**src/rtl/fetch_ctrl.sv**
```systemverilog
// Instruction fetch sequencer: one outstanding imem request, one-entry output buffer, trap/branch redirect with stale-response discard.
// First insn_valid_o three cycles after reset release; no request is issued while decode stalls a full buffer.
module fetch_ctrl #(
  parameter int                AWIDTH         = 32,
  parameter int                DWIDTH         = 32,
  parameter logic [31:0]       IMEM_BASE_ADDR = 32'h0100_0000,
  parameter logic [AWIDTH-1:0] RESET_PC       = AWIDTH'(IMEM_BASE_ADDR)
) (
  input  logic              clk,
  input  logic              rst,
  output logic              imem_req_o,
  output logic [AWIDTH-1:0] imem_addr_o,
  input  logic              imem_gnt_i,
  input  logic              imem_rvalid_i,
  input  logic [DWIDTH-1:0] imem_rdata_i,
  input  logic              redirect_valid_i,
  input  logic [AWIDTH-1:0] redirect_pc_i,
  input  logic              trap_valid_i,
  input  logic [AWIDTH-1:0] trap_pc_i,
  input  logic              stall_i,
  output logic              insn_valid_o,
  output logic [DWIDTH-1:0] insn_o,
  output logic [AWIDTH-1:0] pc_o
);

  typedef enum logic [1:0] {
    IDLE = 2'd0,
    REQ  = 2'd1,
    WAIT = 2'd2
  } state_t;

  state_t            state;
  logic [AWIDTH-1:0] fetch_pc;
  logic              discard;

  logic              buf_free;
  logic              handshake;
  logic              redir;
  logic [AWIDTH-1:0] redir_sel;
  logic [AWIDTH-1:0] redir_target;
  logic              in_flight;

  // Requesting only into a free buffer guarantees the response always has somewhere to land.
  assign buf_free    = !insn_valid_o || !stall_i;
  assign imem_req_o  = (state == REQ) && buf_free;
  assign imem_addr_o = fetch_pc;
  assign handshake   = imem_req_o && imem_gnt_i;

  assign redir        = (trap_valid_i || redirect_valid_i) && (state != IDLE);
  assign redir_sel    = trap_valid_i ? trap_pc_i : redirect_pc_i;
  assign redir_target = redir_sel & ~AWIDTH'(3);

  // A request is still owed a response after this edge; its data must be dropped on arrival.
  assign in_flight = ((state == WAIT) && !imem_rvalid_i) || ((state == REQ) && handshake);

  always_ff @(posedge clk) begin
    if (rst) begin
      state        <= IDLE;
      fetch_pc     <= RESET_PC;
      discard      <= 1'b0;
      insn_valid_o <= 1'b0;
      insn_o       <= '0;
      pc_o         <= RESET_PC;
    end else begin
      if (insn_valid_o && !stall_i) begin
        insn_valid_o <= 1'b0;
      end

      case (state)
        IDLE: state <= REQ;
        REQ: begin
          if (handshake) begin
            state <= WAIT;
          end
        end
        WAIT: begin
          if (imem_rvalid_i) begin
            state   <= REQ;
            discard <= 1'b0;
            if (!discard && !redir) begin
              insn_o       <= imem_rdata_i;
              pc_o         <= fetch_pc;
              insn_valid_o <= 1'b1;
              fetch_pc     <= fetch_pc + AWIDTH'(4);
            end
          end
        end
        default: state <= IDLE;
      endcase

      if (redir) begin
        fetch_pc     <= redir_target;
        insn_valid_o <= 1'b0;
        if (in_flight) begin
          discard <= 1'b1;
        end
      end
    end
  end

endmodule

```
**config.mk**
```make
export PLATFORM = sky130hd
export DESIGN_NAME = fetch_ctrl
export DESIGN_NICKNAME = d
export VERILOG_FILES = /design/src/rtl/fetch_ctrl.sv
export SDC_FILE = /design/constraint.sdc
export NUM_CORES = 1
export LEC_CHECK = 0
export ABC_AREA = 1
export BUFFER_PORTS_ARGS = -buffer_cell sky130_fd_sc_hd__buf_4
export CORE_MARGIN = 4
export CORE_UTILIZATION = 50
export CTS_CLUSTER_SIZE = 14
export DETAILED_ROUTE_END_ITERATION = 7
export PLACE_DENSITY = 0.82
export SETUP_SLACK_MARGIN = 0.2
export SLEW_MARGIN = 20
export SYNTH_ARGS = -nofsm -noshare
export SYNTH_HDL_FRONTEND = slang
export SYNTH_SLANG_ARGS = --single-unit
```
**constraint.sdc**
```tcl
create_clock -name clk -period 2.6 [get_ports clk]
set_input_delay 0.13 -clock clk [delete_from_list [all_inputs] [get_ports clk]]
set_output_delay 0.13 -clock clk [all_outputs]
set_load 0.02 [all_outputs]
```
* Word-level counts from Yosys, hierarchy flattened
Index checks and enable logic that the tools add are counted.
W data, S select, Z words.
** Operators by class
- $add $sub $neg :: 1
- $mul :: 0
- Divide/modulo/power cells :: 0
- $lt $le $gt $ge :: 0
- Equal/unequal tests :: 4
- Shifts and indexed selects :: 0
- Multiplexer cells :: 16
- Bitwise logic cells :: 0
- Reduce and logical (&&, ||, !) cells :: 24
** Operators with widths (count)
- $mux W32 :: 5
- $add A32 B3 Y32 const B :: 1
- $mux W1 :: 8
- $reduce_bool A2 Y1 :: 4
- $logic_and A1 B1 Y1 :: 7
- $pmux W2 S3 :: 1
- $reduce_and A3 Y1 :: 2
- $logic_not A1 Y1 :: 5
- $mux W2 :: 2
- $ne A2 B2 Y1 const B :: 2
- $logic_or A1 B1 Y1 :: 3
- $eq A2 B1 Y1 const B :: 1
- $eq A2 B2 Y1 const B :: 1
- $logic_not A2 Y1 :: 1
- $reduce_and A2 Y1 :: 1
- $reduce_or A2 Y1 :: 1
** Storage, ports and cells
- Flip-flop bits (word level) :: 100
- Bits in latches :: 0
- Bits in writable memories :: 0
- ROM bits :: 0
- Input bits :: 103
- Output and inout bits :: 98
- Word-level logic and storage cells :: 52
- Memories kept :: 0

* Depth between registers and ports, before layout
Gate-level depths: netlist of run 1.
- Depth after elaboration :: 8
- Gate-level depth with buffers :: 12
- Mapped depth without buffers :: 12

* Worst setup path after synthesis of run 1
OpenSTA, ideal clock, no wires.
- Path type :: register to register
- From :: reg fetch_pc[3], in the netlist imem_addr_o[3]
- To :: reg fetch_pc[18], in the netlist imem_addr_o[18]
- Arrival time :: 1.476 ns
- Data required time :: 2.481 ns
- Setup slack :: 1.005 ns
- Cell stages (with the launch flop) :: 11
- Buffers on the path :: 0
- Clock period less this slack :: 1.595 ns
- Cell sequence :: dfxtp_1 > ha_1 > nand2_1 > nor2_2 > nand2_1 > inv_2 > nand2_4 > nor2_4 > nand2_1 > o21ai_0 > a21oi_1
** Between the ends
- Word-level cells in the longest chain between the ends :: 5
** RTL lines
- start: declaration :: line 33 : logic [AWIDTH-1:0] fetch_pc;
- start signal: assignment :: line 84 : fetch_pc <= fetch_pc + AWIDTH'(4);
- start signal: assignment :: line 92 : fetch_pc <= redir_target;
- $add A32 B3 Y32 :: line 84
- $mux W32 :: line 80 : if (!discard && !redir) begin
- $mux W32 :: line 77 : if (imem_rvalid_i) begin
- $mux W32 :: line 69 : case (state)
- $mux W32 :: line 91 : if (redir) begin
No other way between the ends. The select of a mux whose other input is x is not followed.
A chain may end at the register's enable or synchronous reset.

* Worst setup path after layout of run 1
- From :: reg state[1]
- To :: reg fetch_pc[16], in the netlist imem_addr_o[16]
** Between the ends
- Word-level cells in the longest chain between the ends :: 6
- Elaborated cells between the ends (all ways) :: 10
- Classes of those cells :: 1 x eq/ne; 1 x mux; 8 x reduce/logical
** RTL lines
- start: declaration :: line 32 : state_t state;
- start signal: assignment :: line 58 : state <= IDLE;
- start signal: assignment :: line 70 : IDLE: state <= REQ;
- start signal: assignment :: line 73 : state <= WAIT;
- $reduce_bool A2 Y1 :: line 49 : assign redir = (trap_valid_i || redirect_valid_i) && (state != IDLE);
- $logic_and A1 B1 Y1 :: line 49
- $logic_not A1 Y1 :: line 80
- $logic_and A1 B1 Y1 :: line 80
- $reduce_bool A2 Y1 (no line)
- $reduce_and A3 Y1 (no line)
Parallel ways exist; a longest one is shown, timed or not.

==> PnR_summary.wiki, run 1 <==
{| class="wikitable"
! Metric !! Value
|-
| Status || completed
|-
| Post-synth top flop || dfxtp_1
|-
| Total of max-cap violations || 0
|-
| Area leader, netlist || dfxtp_1
|-
| Final setup slack of the worst path || 0.499 ns
|-
| Instance count of the mapped netlist || 723
|-
| Crit path time final || 2.10 ns
|-
| Final #Nets || 1,027
|-
| Clk buf depth || 2
|-
| Area share of the leading cell type in the synthesized netlist || 40.6%
|-
| Main area contributors after synthesis || dfxtp_1, nand2_1, nor2_1
|-
| Number of vias per cell || 5.18
|-
| Number of pins exceeding their max-slew limit in the final report || 0
|-
| H-Tree Level Count || 3
|-
| Most used standard cells in the synthesized netlist || nand2_1, nor2_1, dfxtp_1, o21ai_0, nand3_1
|-
| Number of clock sinks || 96
|-
| Total Power Consumption || 3.31 mW
|-
| Met1 Use GR || 35.3%
|-
| Post-CTS clock slew at the launch and capture registers of the worst setup and hold paths || 0.10 ns
|-
| DRT antenna net count || 0
|-
| First-pass GRT wire length || 25,900 um
|-
| Pre-Repair DR Iteration Count || 5
|-
| Fill cell instance count of the final layout || 743
|-
| Core ar. || 0.00924 mm^2
|-
| Critical path peak fanout || 78
|-
| GRT met3 Usage || 6.49%
|-
| Global-route track usage on met2 || 47.4%
|-
| Post-synthesis async set-or-reset flop share || 0%
|-
| Sum Neg Setup Slack || 0 ns
|-
| Post-synthesis register bit count || 96
|-
| Floorplan die width || 105 um
|-
| Yosys warns || 0
|-
| GRT Residual Overflow || 0
|-
| Power per standard cell area || 497 mW/mm^2
|-
| Antenna violations before repair || 0
|-
| DRT iter0 DRCs || 390
|-
| Share of the clock period used by the worst path || between 80% and 90%
|-
| Insertion delay to the later sink of the worst-skew pair || 0.37 ns
|-
| Most instantiated library cell after synthesis || nand2_1
|-
| Number of enable flip-flop cells after synthesis || 0
|-
| Largest net degree at the start of global routing || 79
|-
| Mean Syn Cell Area || ~6.6 um^2
|-
| Average wire per cell in the routed design || 15.0 um
|-
| Final antenna diode count || 0
|-
| Setup-violating endpoint count in the final report || 0
|-
| Root Driver || clkbuf_8
|-
| Number of vias in the routed layout || 5,479
|-
| Number of rows created at floorplan || 35
|-
| Hold violation count in the final report || 0
|-
| Worst setup slack before clock tree synthesis || 0.570 ns
|-
| Number of distinct standard cells referenced by the synthesized netlist || 34
|-
| Max-slew headroom || 36.8%
|-
| Part of the Yosys area used for sequential elements || between 40% and 50%
|-
| Post-detailed-route DRC marker count || 0
|-
| Number of port buffers || 192
|-
| GR peak layer || met2
|-
| Top-level I/O count || roughly 200
|-
| Worst Setup Path Type || flip-flop to flip-flop
|-
| Ratio of cells with drive above 1 in the final layout || 25.0%
|-
| Starting Density || 51.3%
|-
| CTS Buf Count || 9
|-
| Vertical die dimension || between 100 and 150 um
|-
| Transition time at the pin with the least slew margin || 0.948 ns
|-
| Number of buffers added for setup after CTS || 0
|-
| Area enclosed by the die boundary || 0.0111 mm^2
|-
| Leakage || 3.16 nW
|-
| Half-perimeter wire length after placement || about 11,000 um
|-
| Kind of end point of the critical path || flip-flop
|-
| Required time at the worst-slack endpoint || around 2.9 ns
|-
| Post-Synthesis Cell Area || ~0.0047 mm^2
|-
| Skew final || 0.0134 ns
|-
| Fin util || 72.0%
|-
| GRT Overall Usage || 28.4%
|-
| CTS tree || built
|-
| Class of the most critical hold timing path || primary input to flip-flop
|-
| Setup repair after global routing missed its margin || no
|-
| Overall routed net length || 15,900 um
|-
| Global placement routability congestion || 0.898
|-
| Post-synthesis to final-layout area growth || 40.4%
|-
| Element type at the critical path start || flip-flop
|-
| Number of global-route vias before repair || 5,284
|-
| Fmax || between 400 and 500 MHz
|-
| Worst IR Drop VDD || around 0.25 mV
|-
| Data arrival time of the worst path || 2.35 ns
|}
-- cell type report --
class	instances	area, um^2	area share, %
Timing Repair Buffer	227	1780	26.7
Sequential cell	96	1920	28.9
Tap cell	129	161	2.43
Inverter	41	159	2.39
Clock inverter	6	51.3	0.771
Clock buffer	10	128	1.92
Multi-Input combinational cell	548	2450	36.9
-- flip-flops by register name (all words and copies together) (netlist names) --
register      count
insn_o           32
imem_addr_o      30
pc_o             30
state             2
discard           1
insn_valid_o      1
-- repair_timing --
action / CTS / global route
hold endpoints to repair: 30 / 0
hold buffers: 30 / 0
gates resized for setup: 0 / 1
endpoints found under the setup margin: 0 / 3
-- routing by layer --
layer	vias to the layer above	part of all wire, %
met5	-	0
met4	0	2.7
met1	2442	40
li1	2729	-
met3	39	9.2
met2	269	48
-- placed cells by master (no fill, tap or decap), types with 2 or more instances in the layout --
cell and count:
a31oi_1 10, nor2_4 4, inv_2 4, buf_4 197
nor3_1 7, dlygate4sd3_1 30, o21ai_0 77, conb_1 4
a21oi_1 38, nor2_2 5, dfxtp_1 96, o31ai_1 2
nand3_1 47, nor2_1 147, clkinvlp_4 3, nand2_1 187
clkbuf_8 9, nand4_1 2, xor2_1 3, inv_4 2
a211oi_1 5, inv_1 35, inv_6 2
-- where the power goes --
group | total, mW | switching, mW | internal (mW)
sequential | 1.65 | 0.106 | 1.55
clock | 0.936 | 0.574 | 0.362
combinational | 0.716 | 0.396 | 0.320
-- per-stage QoR --
step	hold WS, ns	area [um^2]	std cells
final	0.00550	6650	1057
after global placement	0.352	6170	1011
after CTS	0.00992	6650	1057
after floorplan	0.265	4750	726
after detailed placement	0.359	6170	1011
after global routing	0.0189	6650	1057
-- worst max-delay path, cell delays in order, from the launching register on --
cell and delay, ns:
dfxtp_1 0.33, inv_1 0.10, nor2_4 0.14, nand3_4 0.18
nor2_4 0.16, buf_4 0.59, nand2_1 0.18, o31ai_1 0.23
nor2_1 0.05
-- final timing paths --
path / depth (start not counted) / endpoint / slack, ns / start
worst min register to register: 2 / pc_o[18] / 0.47 / pc_o[18]
worst min-delay path: 3 / insn_o[25] / 0.006 / imem_rdata_i[25]
worst max-delay path: 8 / imem_addr_o[16] / 0.50 / state[1]
worst max register to register: 8 / imem_addr_o[16] / 0.50 / state[1]
-- cells by family (layout without fill, tap and decap cells) --
| logic type | count (synthesis) | count (layout) | synth area share, % |
|---|---|---|---|
| AO/OA/AOI/OAI | 137 | 137 | 15.5 |
| XOR/XNOR | 3 | 3 | 0.555 |
| adder cells (fa/ha/maj) | 1 | 1 | 0.264 |
| buffers and inverters | 82 | 284 | 8.08 |
| flip-flops | 96 | 96 | 40.6 |
| other | 1 | 4 | 0.0792 |
| AND/OR/NAND/NOR | 403 | 403 | 35.0 |
Power figures use the tool's default switching activity.
==> inputs of run 2 (changes only) <==
--- a/config.mk
+++ b/config.mk
@@ -8,10 +8,10 @@
 export ABC_AREA = 1
 export BUFFER_PORTS_ARGS = -buffer_cell sky130_fd_sc_hd__buf_4
 export CORE_MARGIN = 4
-export CORE_UTILIZATION = 50
+export CORE_UTILIZATION = 48
 export CTS_CLUSTER_SIZE = 14
 export DETAILED_ROUTE_END_ITERATION = 7
-export PLACE_DENSITY = 0.82
+export PLACE_DENSITY = 0.79
 export SETUP_SLACK_MARGIN = 0.2
 export SLEW_MARGIN = 20
 export SYNTH_ARGS = -nofsm -noshare
==> constraint.sdc (replaced) <==
create_clock -name clk -period 2 [get_ports clk]
set_input_delay 0.1 -clock clk [delete_from_list [all_inputs] [get_ports clk]]
set_output_delay 0.1 -clock clk [all_outputs]
set_load 0.02 [all_outputs]
==> PnR_summary.wiki, run 2 (synthesis gave the netlist of run 1 again) <==
{| class="wikitable"
! Metric !! Value
|-
| Average wire per cell in the routed design || approximately 15 um
|-
| Data arrival time of the worst path || about 2.0 ns
|-
| Buffers & Inverters on Critical Path || 3
|-
| Half-perimeter wire length after placement || 11,900 um
|-
| Largest stage delay, worst path || 0.33 ns
|-
| Post-detailed-route DRC marker count || 0
|-
| Power per standard cell area || 683 mW/mm^2
|-
| Number of global-route vias before repair || roughly 5,400
|-
| Total of max-cap violations || 0
|-
| Class of the most critical hold timing path || primary input to flip-flop
|-
| Post-place instance area || about 0.0062 mm^2
|-
| Sum Neg Setup Slack || 0 ns
|-
| Hold violation count in the final report || 0
|-
| Worst IR Drop VDD || 0.547 mV
|-
| Element type at the critical path start || flip-flop
|-
| DRT antenna net count || 0
|-
| Core ar. || 0.00942 mm^2
|-
| Share of total power in combinational logic || 20.4%
|-
| Transition time at the pin with the least slew margin || 0.545 ns
|-
| Crit path time final || 1.69 ns
|-
| CTS Buf Count || 9
|-
| Skew final || approximately 0.011 ns
|-
| Starting Density || between 50% and 60%
|-
| Final antenna diode count || 0
|-
| Fill cell instance count of the final layout || 779
|-
| Largest register FFs || 32
|-
| Largest net degree at the start of global routing || 35
|-
| Commonest non-fill, non-tap cell in the layout || buf_4
|-
| Number of vias per cell || 5.26
|-
| Worst Setup Path Type || flip-flop to flip-flop
|-
| Final #Nets || between 1,000 and 1,500
|-
| Overall routed net length || 16,500 um
|-
| Number of clock sinks || 96
|-
| Top-level I/O count || 201
|-
| Total internal power || 3.28 mW
|-
| Post-CTS clock slew at the launch and capture registers of the worst setup and hold paths || around 0.1 ns
|-
| First-pass GRT wire length || 26,300 um
|-
| Area of all placed cells without fillers || 0.00682 mm^2
|-
| Number of port buffers || 192
|-
| Pre-Repair DR Iteration Count || 5
|-
| Number of vias in the routed layout || 5,618
|-
| Switching share of power || 29.6%
|-
| Antenna violations before repair || 0
|-
| GRT Overall Usage || approximately 28%
|-
| H-Tree Level Count || 3
|-
| DRT iter0 DRCs || about 380
|-
| CTS tree || built
|-
| Number of rows created at floorplan || 35
|-
| Kind of end point of the critical path || flip-flop
|-
| Setup-violating endpoint count in the final report || 0
|-
| Vertical die dimension || 107 um
|-
| Number of pins exceeding their max-slew limit in the final report || 0
|-
| Post-synthesis to final-layout area growth || 44.0%
|-
| Number of buffers added for setup after CTS || 0
|-
| Global placement routability congestion || 0.893
|-
| Critical Path, Cell by Cell || inv_1, nor2_4, nand3_4, nor2_4, inv_2, buf_4, nor2_1, nor2_1
|-
| Part of the total power dissipated in the clock network || 33.5%
|-
| Status || completed
|-
| Slowest-stage cell, CP || dfxtp_1
|-
| Area enclosed by the die boundary || 0.0115 mm^2
|-
| Most flop-heavy register || insn_o
|-
| GRT Residual Overflow || 0
|-
| Cell family contributing the most delay on the critical path || simple AND/OR/NAND/NOR gates
|-
| Sequential share of power || 46.1%
|-
| Fmax || ~600 MHz
|-
| Floorplan die width || roughly 110 um
|-
| Setup repair after global routing missed its margin || yes
|-
| Sw Pwr || 1.38 mW
|-
| Critical path peak fanout || 18
|-
| Max-slew headroom || 63.6%
|-
| Leakage || 3.26 nW
|-
| Commonest cells after routing, fill and taps aside || buf_4, nand2_1, nor2_1
|-
| Required time at the worst-slack endpoint || 2.26 ns
|-
| Ratio of cells with drive above 1 in the final layout || 26.2%
|-
| Clk buf depth || 2
|-
| Insertion delay to the later sink of the worst-skew pair || 0.36 ns
|-
| Share of the clock period used by the worst path || 84.7%
|-
| Root Driver || clkbuf_8
|}
## run 2: stage by stage
| step | std cells | utilization [%] | total power [mW] | setup slack (ns) | hold WS, ns |
|---|---|---|---|---|---|
| floorplan | 726 | - | 2.65 | 0.405 | 0.235 |
| finish | 1068 | 72.4 | 4.66 | 0.305 | 0.0102 |
| global route | 1068 | 72.4 | 4.84 | 0.162 | 0.0239 |
| CTS | 1068 | 72.2 | 4.66 | 0.287 | 0.00579 |
| detailed placement | 1021 | 66.3 | 3.08 | 0.311 | 0.329 |
| global placement | 1021 | 66.3 | 3.06 | 0.355 | 0.322 |
## run 2: routing by layer
layer / share of wire (%) / vias to the layer above / GRT usage, %
met3: 8.4 / 41 / 6.18
met1: 40 / 2573 / 33.5
li1: - / 2749 / -
met2: 49 / 255 / 49.2
met4: 2.8 / 0 / 10.5
met5: 0 / - / 0
## run 2: final timing paths
kind                                 startpoint    endpoint  slack [ns]  cells past startpoint
worst max register to register         state[1]  insn_o[10]        0.31                      8
worst max-delay path                   state[1]  insn_o[10]        0.31                      8
worst min-delay path            imem_rdata_i[7]   insn_o[7]        0.01                      3
worst min register to register         pc_o[23]    pc_o[23]        0.48                      2
## run 2: power groups by stage
stage	combinational, mW	clock (mW)	sequential (mW)
after global routing	1.04	1.64	2.16
after CTS	0.948	1.57	2.14
final	0.953	1.56	2.15
after floorplan	0.382	0	2.26
after detailed placement	0.897	0	2.18
after global placement	0.878	0	2.18
## run 2: final cells by class
class,count,area (um^2),area share [%]
timing repair buffer,238,1870,27.4
sequential,96,1920,28.2
multi-input combinational,548,2460,36.1
clock buffer,10,128,1.87
clock inverter,6,116,1.71
inverter,41,156,2.29
tap,129,161,2.37
## run 2: worst min-delay path, cell delays in order
cell and delay (ns):
buf_4 0.08, nor2_1 0.05, nor2_1 0.11
## run 2: what timing repair did
action,CTS,global route
setup endpoints to repair,0,13
endpoints found under the hold margin,31,0
hold buffers,31,0
resized for setup,0,7
==> inputs of run 3 (changes only) <==
--- a/config.mk
+++ b/config.mk
@@ -5,13 +5,13 @@
 export SDC_FILE = /design/constraint.sdc
 export NUM_CORES = 1
 export LEC_CHECK = 0
-export ABC_AREA = 1
+export ABC_AREA = 0
 export BUFFER_PORTS_ARGS = -buffer_cell sky130_fd_sc_hd__buf_4
 export CORE_MARGIN = 4
-export CORE_UTILIZATION = 48
+export CORE_UTILIZATION = 42
 export CTS_CLUSTER_SIZE = 14
 export DETAILED_ROUTE_END_ITERATION = 7
-export PLACE_DENSITY = 0.79
+export PLACE_DENSITY = 0.75
 export SETUP_SLACK_MARGIN = 0.2
 export SLEW_MARGIN = 20
 export SYNTH_ARGS = -nofsm -noshare
==> constraint.sdc (replaced) <==
create_clock -name clk -period 1.4 [get_ports clk]
set_input_delay 0.07 -clock clk [delete_from_list [all_inputs] [get_ports clk]]
set_output_delay 0.07 -clock clk [all_outputs]
set_load 0.02 [all_outputs]
==> PnR_summary.wiki, run 3 <==
{| class="wikitable"
! Metric !! Value
|-
| Ratio of cells with drive above 1 in the final layout || 55.1%
|-
| Global placement routability congestion || 0.941
|-
| Floorplan die width || ~110 um
|-
| Starting Density || 43.8%
|-
| Largest register FFs || 32
|-
| Half-perimeter wire length after placement || 11,000 um
|-
| Number of vias in the routed layout || 5,519
|-
| Sw Pwr || 1.94 mW
|-
| Number of vias per cell || ~5.6
|-
| GRT Overall Usage || between 20% and 30%
|-
| Insertion delay to the later sink of the worst-skew pair || 0.38 ns
|-
| First-pass GRT wire length || 27,900 um
|-
| Kind of end point of the critical path || flip-flop
|-
| Vertical die dimension || about 110 um
|-
| Crit path time final || 1.78 ns
|-
| Largest stage delay, worst path || roughly 0.37 ns
|-
| Violations in the final reports || negative setup slack
|-
| Hold violation count in the final report || 0
|-
| Number of distinct standard cells referenced by the synthesized netlist || 42
|-
| Pre-Repair DR Iteration Count || 5
|-
| Cell family contributing the most delay on the critical path || simple AND/OR/NAND/NOR gates
|-
| Part of the Yosys area used for sequential elements || between 40% and 50%
|-
| Leakage || 3.64 nW
|-
| Most instantiated library cell after synthesis || nand2_1
|-
| Worst IR Drop VDD || approximately 0.56 mV
|-
| Yosys warns || 0
|-
| Fill cell instance count of the final layout || 473
|-
| CTS tree || built
|-
| Number of enable flip-flop cells after synthesis || 0
|-
| Area used by sequential logic in the layout || 0.00200 mm^2
|-
| Commonest cells after routing, fill and taps aside || buf_4, nand2_1, dfxtp_1
|-
| Worst Setup Path Type || flip-flop to flip-flop
|-
| H-Tree Level Count || 3
|-
| Top-level I/O count || 201
|-
| Total Power Consumption || 6.48 mW
|-
| Share of the clock period used by the worst path || 127%
|-
| Sum Neg Setup Slack || -22.34 ns
|-
| Main area contributors after synthesis || dfxtp_1, nand2_1, a21oi_1
|-
| Area leader, netlist || dfxtp_1
|-
| GRT Residual Overflow || 0
|-
| Critical Path, Cell by Cell || nand4_1, buf_6, nor4_4, buf_4, buf_4, nand4_1, xor2_1, o22ai_1
|-
| Average wire per cell in the routed design || 19.7 um
|-
| DRT antenna net count || 0
|-
| Post-synthesis to final-layout area growth || 95.4%
|-
| Overall routed net length || 19,600 um
|-
| Clk buf depth || 2
|-
| Final antenna diode count || 0
|-
| Endpoint of the worst hold path || imem_addr_o[2]
|-
| Root Driver || clkbuf_8
|-
| Total of max-cap violations || 0
|-
| Switching share of power || approximately 30%
|-
| Cell count of the worst hold path || 3
|-
| Part of the total power dissipated in the clock network || 29.5%
|-
| Post-CTS clock slew at the launch and capture registers of the worst setup and hold paths || 0.10 ns
|-
| Setup-violating endpoint count in the final report || 91
|-
| Commonest non-fill, non-tap cell in the layout || buf_4
|-
| GRT met3 Usage || under 10%
|-
| Final #Nets || 960
|-
| Class of the most critical hold timing path || primary input to flip-flop
|-
| Minimum setup slack among reg-to-reg paths || -0.38 ns
|-
| Beginning of the worst hold path || redirect_pc_i[2]
|-
| Share of total power in combinational logic || between 20 and 30%
|-
| Final setup slack of the worst path || -0.376 ns
|-
| Number of pins exceeding their max-slew limit in the final report || 0
|-
| Post-Synthesis Cell Area || ~0.0043 mm^2
|-
| Reg-to-reg endpoint || imem_addr_o[18]
|-
| Area share of the leading cell type in the synthesized netlist || about 44%
|-
| Number of port buffers || 192
|-
| Most flop-heavy register || insn_o
|-
| Buffers & Inverters on Critical Path || 3
|-
| Area of all placed cells without fillers || 0.00847 mm^2
|-
| Element type at the critical path start || flip-flop
|-
| Setup repair after global routing missed its margin || yes
|-
| Antenna violations before repair || 0
|-
| Critical register-to-register path startpoint || imem_addr_o[11]
|-
| Post-synthesis async set-or-reset flop share || 0%
|-
| Met1 Use GR || 35.4%
|-
| Area of the multi-input gates || 0.00283 mm^2
|-
| Post-place instance area || 0.00652 mm^2
|-
| Number of cells on the worst reg-to-reg path || 8
|-
| Instance count of the mapped netlist || approximately 530
|-
| Max-slew headroom || 66.2%
|-
| Power per standard cell area || 765 mW/mm^2
|-
| Worst setup slack before clock tree synthesis || -0.289 ns
|-
| Post-detailed-route DRC marker count || 0
|-
| Status || finished, violations left
|-
| Global-route track usage on met2 || 53.7%
|-
| Transition time at the pin with the least slew margin || 0.505 ns
|-
| DRT iter0 DRCs || 383
|-
| CTS Buf Count || 9
|-
| Mean Syn Cell Area || 8.12 um^2
|-
| Data arrival time of the worst path || 2.06 ns
|-
| Sequential share of power || 45.4%
|-
| Most used standard cells in the synthesized netlist || nand2_1, dfxtp_1, a21oi_1, a211oi_1, clkbuf_1
|-
| Slowest-stage cell, CP || dfxtp_4
|-
| Number of global-route vias before repair || 5,547
|-
| Core ar. || 0.00991 mm^2
|-
| GR peak layer || met2
|-
| Critical path peak fanout || 6
|-
| Number of rows created at floorplan || 36
|-
| Required time at the worst-slack endpoint || 1.69 ns
|-
| Total internal power || 4.54 mW
|-
| Post-synthesis register bit count || 96
|-
| Fmax || 563 MHz
|-
| Area enclosed by the die boundary || roughly 0.012 mm^2
|-
| Post-synth top flop || dfxtp_1
|-
| Largest net degree at the start of global routing || 40
|-
| Skew final || 0.0112 ns
|-
| Number of clock sinks || 96
|}
[run 3: cells by family (layout without fill, tap and decap cells)]
family / after synthesis / count (layout) / share of synthesized area, %
other: 1 / 4 / 0.0865
xor gates and xnor gates: 25 / 25 / 5.05
muxes: 14 / 14 / 3.26
DFF: 96 / 96 / 44.3
and+or+nand+nor: 227 / 227 / 25.0
adders and majority gates: 1 / 1 / 0.288
buffers and inverters: 47 / 371 / 4.82
AOI/OAI and AO/OA: 123 / 123 / 17.2
[run 3: cell type report]
cell class                 instances  area share, %
inverter                           5          0.222
tap                              133           1.96
multi-input combinational        394           33.4
sequential                        96           23.6
clock buffer                      12           2.08
timing repair buffer             350           38.3
clock inverter                     4          0.384
[run 3: worst max-delay path by stage]
stage | cells after the start | to | slack, ns | start
floorplan | 5 | imem_addr_o[28] | -0.26 | imem_addr_o[10]
global placement | 5 | imem_addr_o[9] | -0.29 | state[0]
detailed placement | 7 | imem_addr_o[23] | -0.29 | discard
CTS | 7 | imem_addr_o[26] | -0.24 | imem_addr_o[9]
global route | 8 | imem_addr_o[18] | -0.46 | imem_addr_o[11]
finish | 8 | imem_addr_o[18] | -0.38 | imem_addr_o[11]
[run 3: power groups by stage]
stage	clock network, mW	registers [mW]	logic, mW
floorplan	0	3.13	0.431
global placement	0	2.98	1.24
detailed placement	0	2.99	1.26
CTS	1.90	2.93	1.50
global route	2.00	2.95	1.71
finish	1.91	2.94	1.63
[run 3: what timing repair did]
item	4_1_cts	5_1_grt
setup buffers	28	10
endpoints found under the setup margin	94	100
hold buffers	38	0
gates resized for setup	155	31
pin swaps	119	21
hold endpoints to repair	37	0
cloned	11	0
[run 3: stage by stage]
| step | instances | hold slack (ns) | utilization (%) |
|---|---|---|---|
| final | 994 | 0.0340 | 85.5 |
| after CTS | 984 | 0.0252 | 83.1 |
| after global routing | 994 | 0.0420 | 85.5 |
| after global placement | 891 | 0.318 | 65.8 |
| after detailed placement | 891 | 0.329 | 65.8 |
| after floorplan | 537 | 0.206 | - |
[run 3: metal layers]
| layer | vias up | part of all wire, % |
|---|---|---|
| met3 | 79 | 7.1 |
| li1 | 2493 | - |
| met1 | 2634 | 38 |
| met5 | - | 0 |
| met4 | 0 | 3.8 |
| met2 | 313 | 51 |
[run 3: worst register-to-register path: cells and delay by family (launching register included)]
kind / cells / cell delay [ns]
simple gates: 3 / 0.47
buf+inv: 3 / 0.47
flops: 1 / 0.37
compound gates: 1 / 0.21
xor+xnor: 1 / 0.17
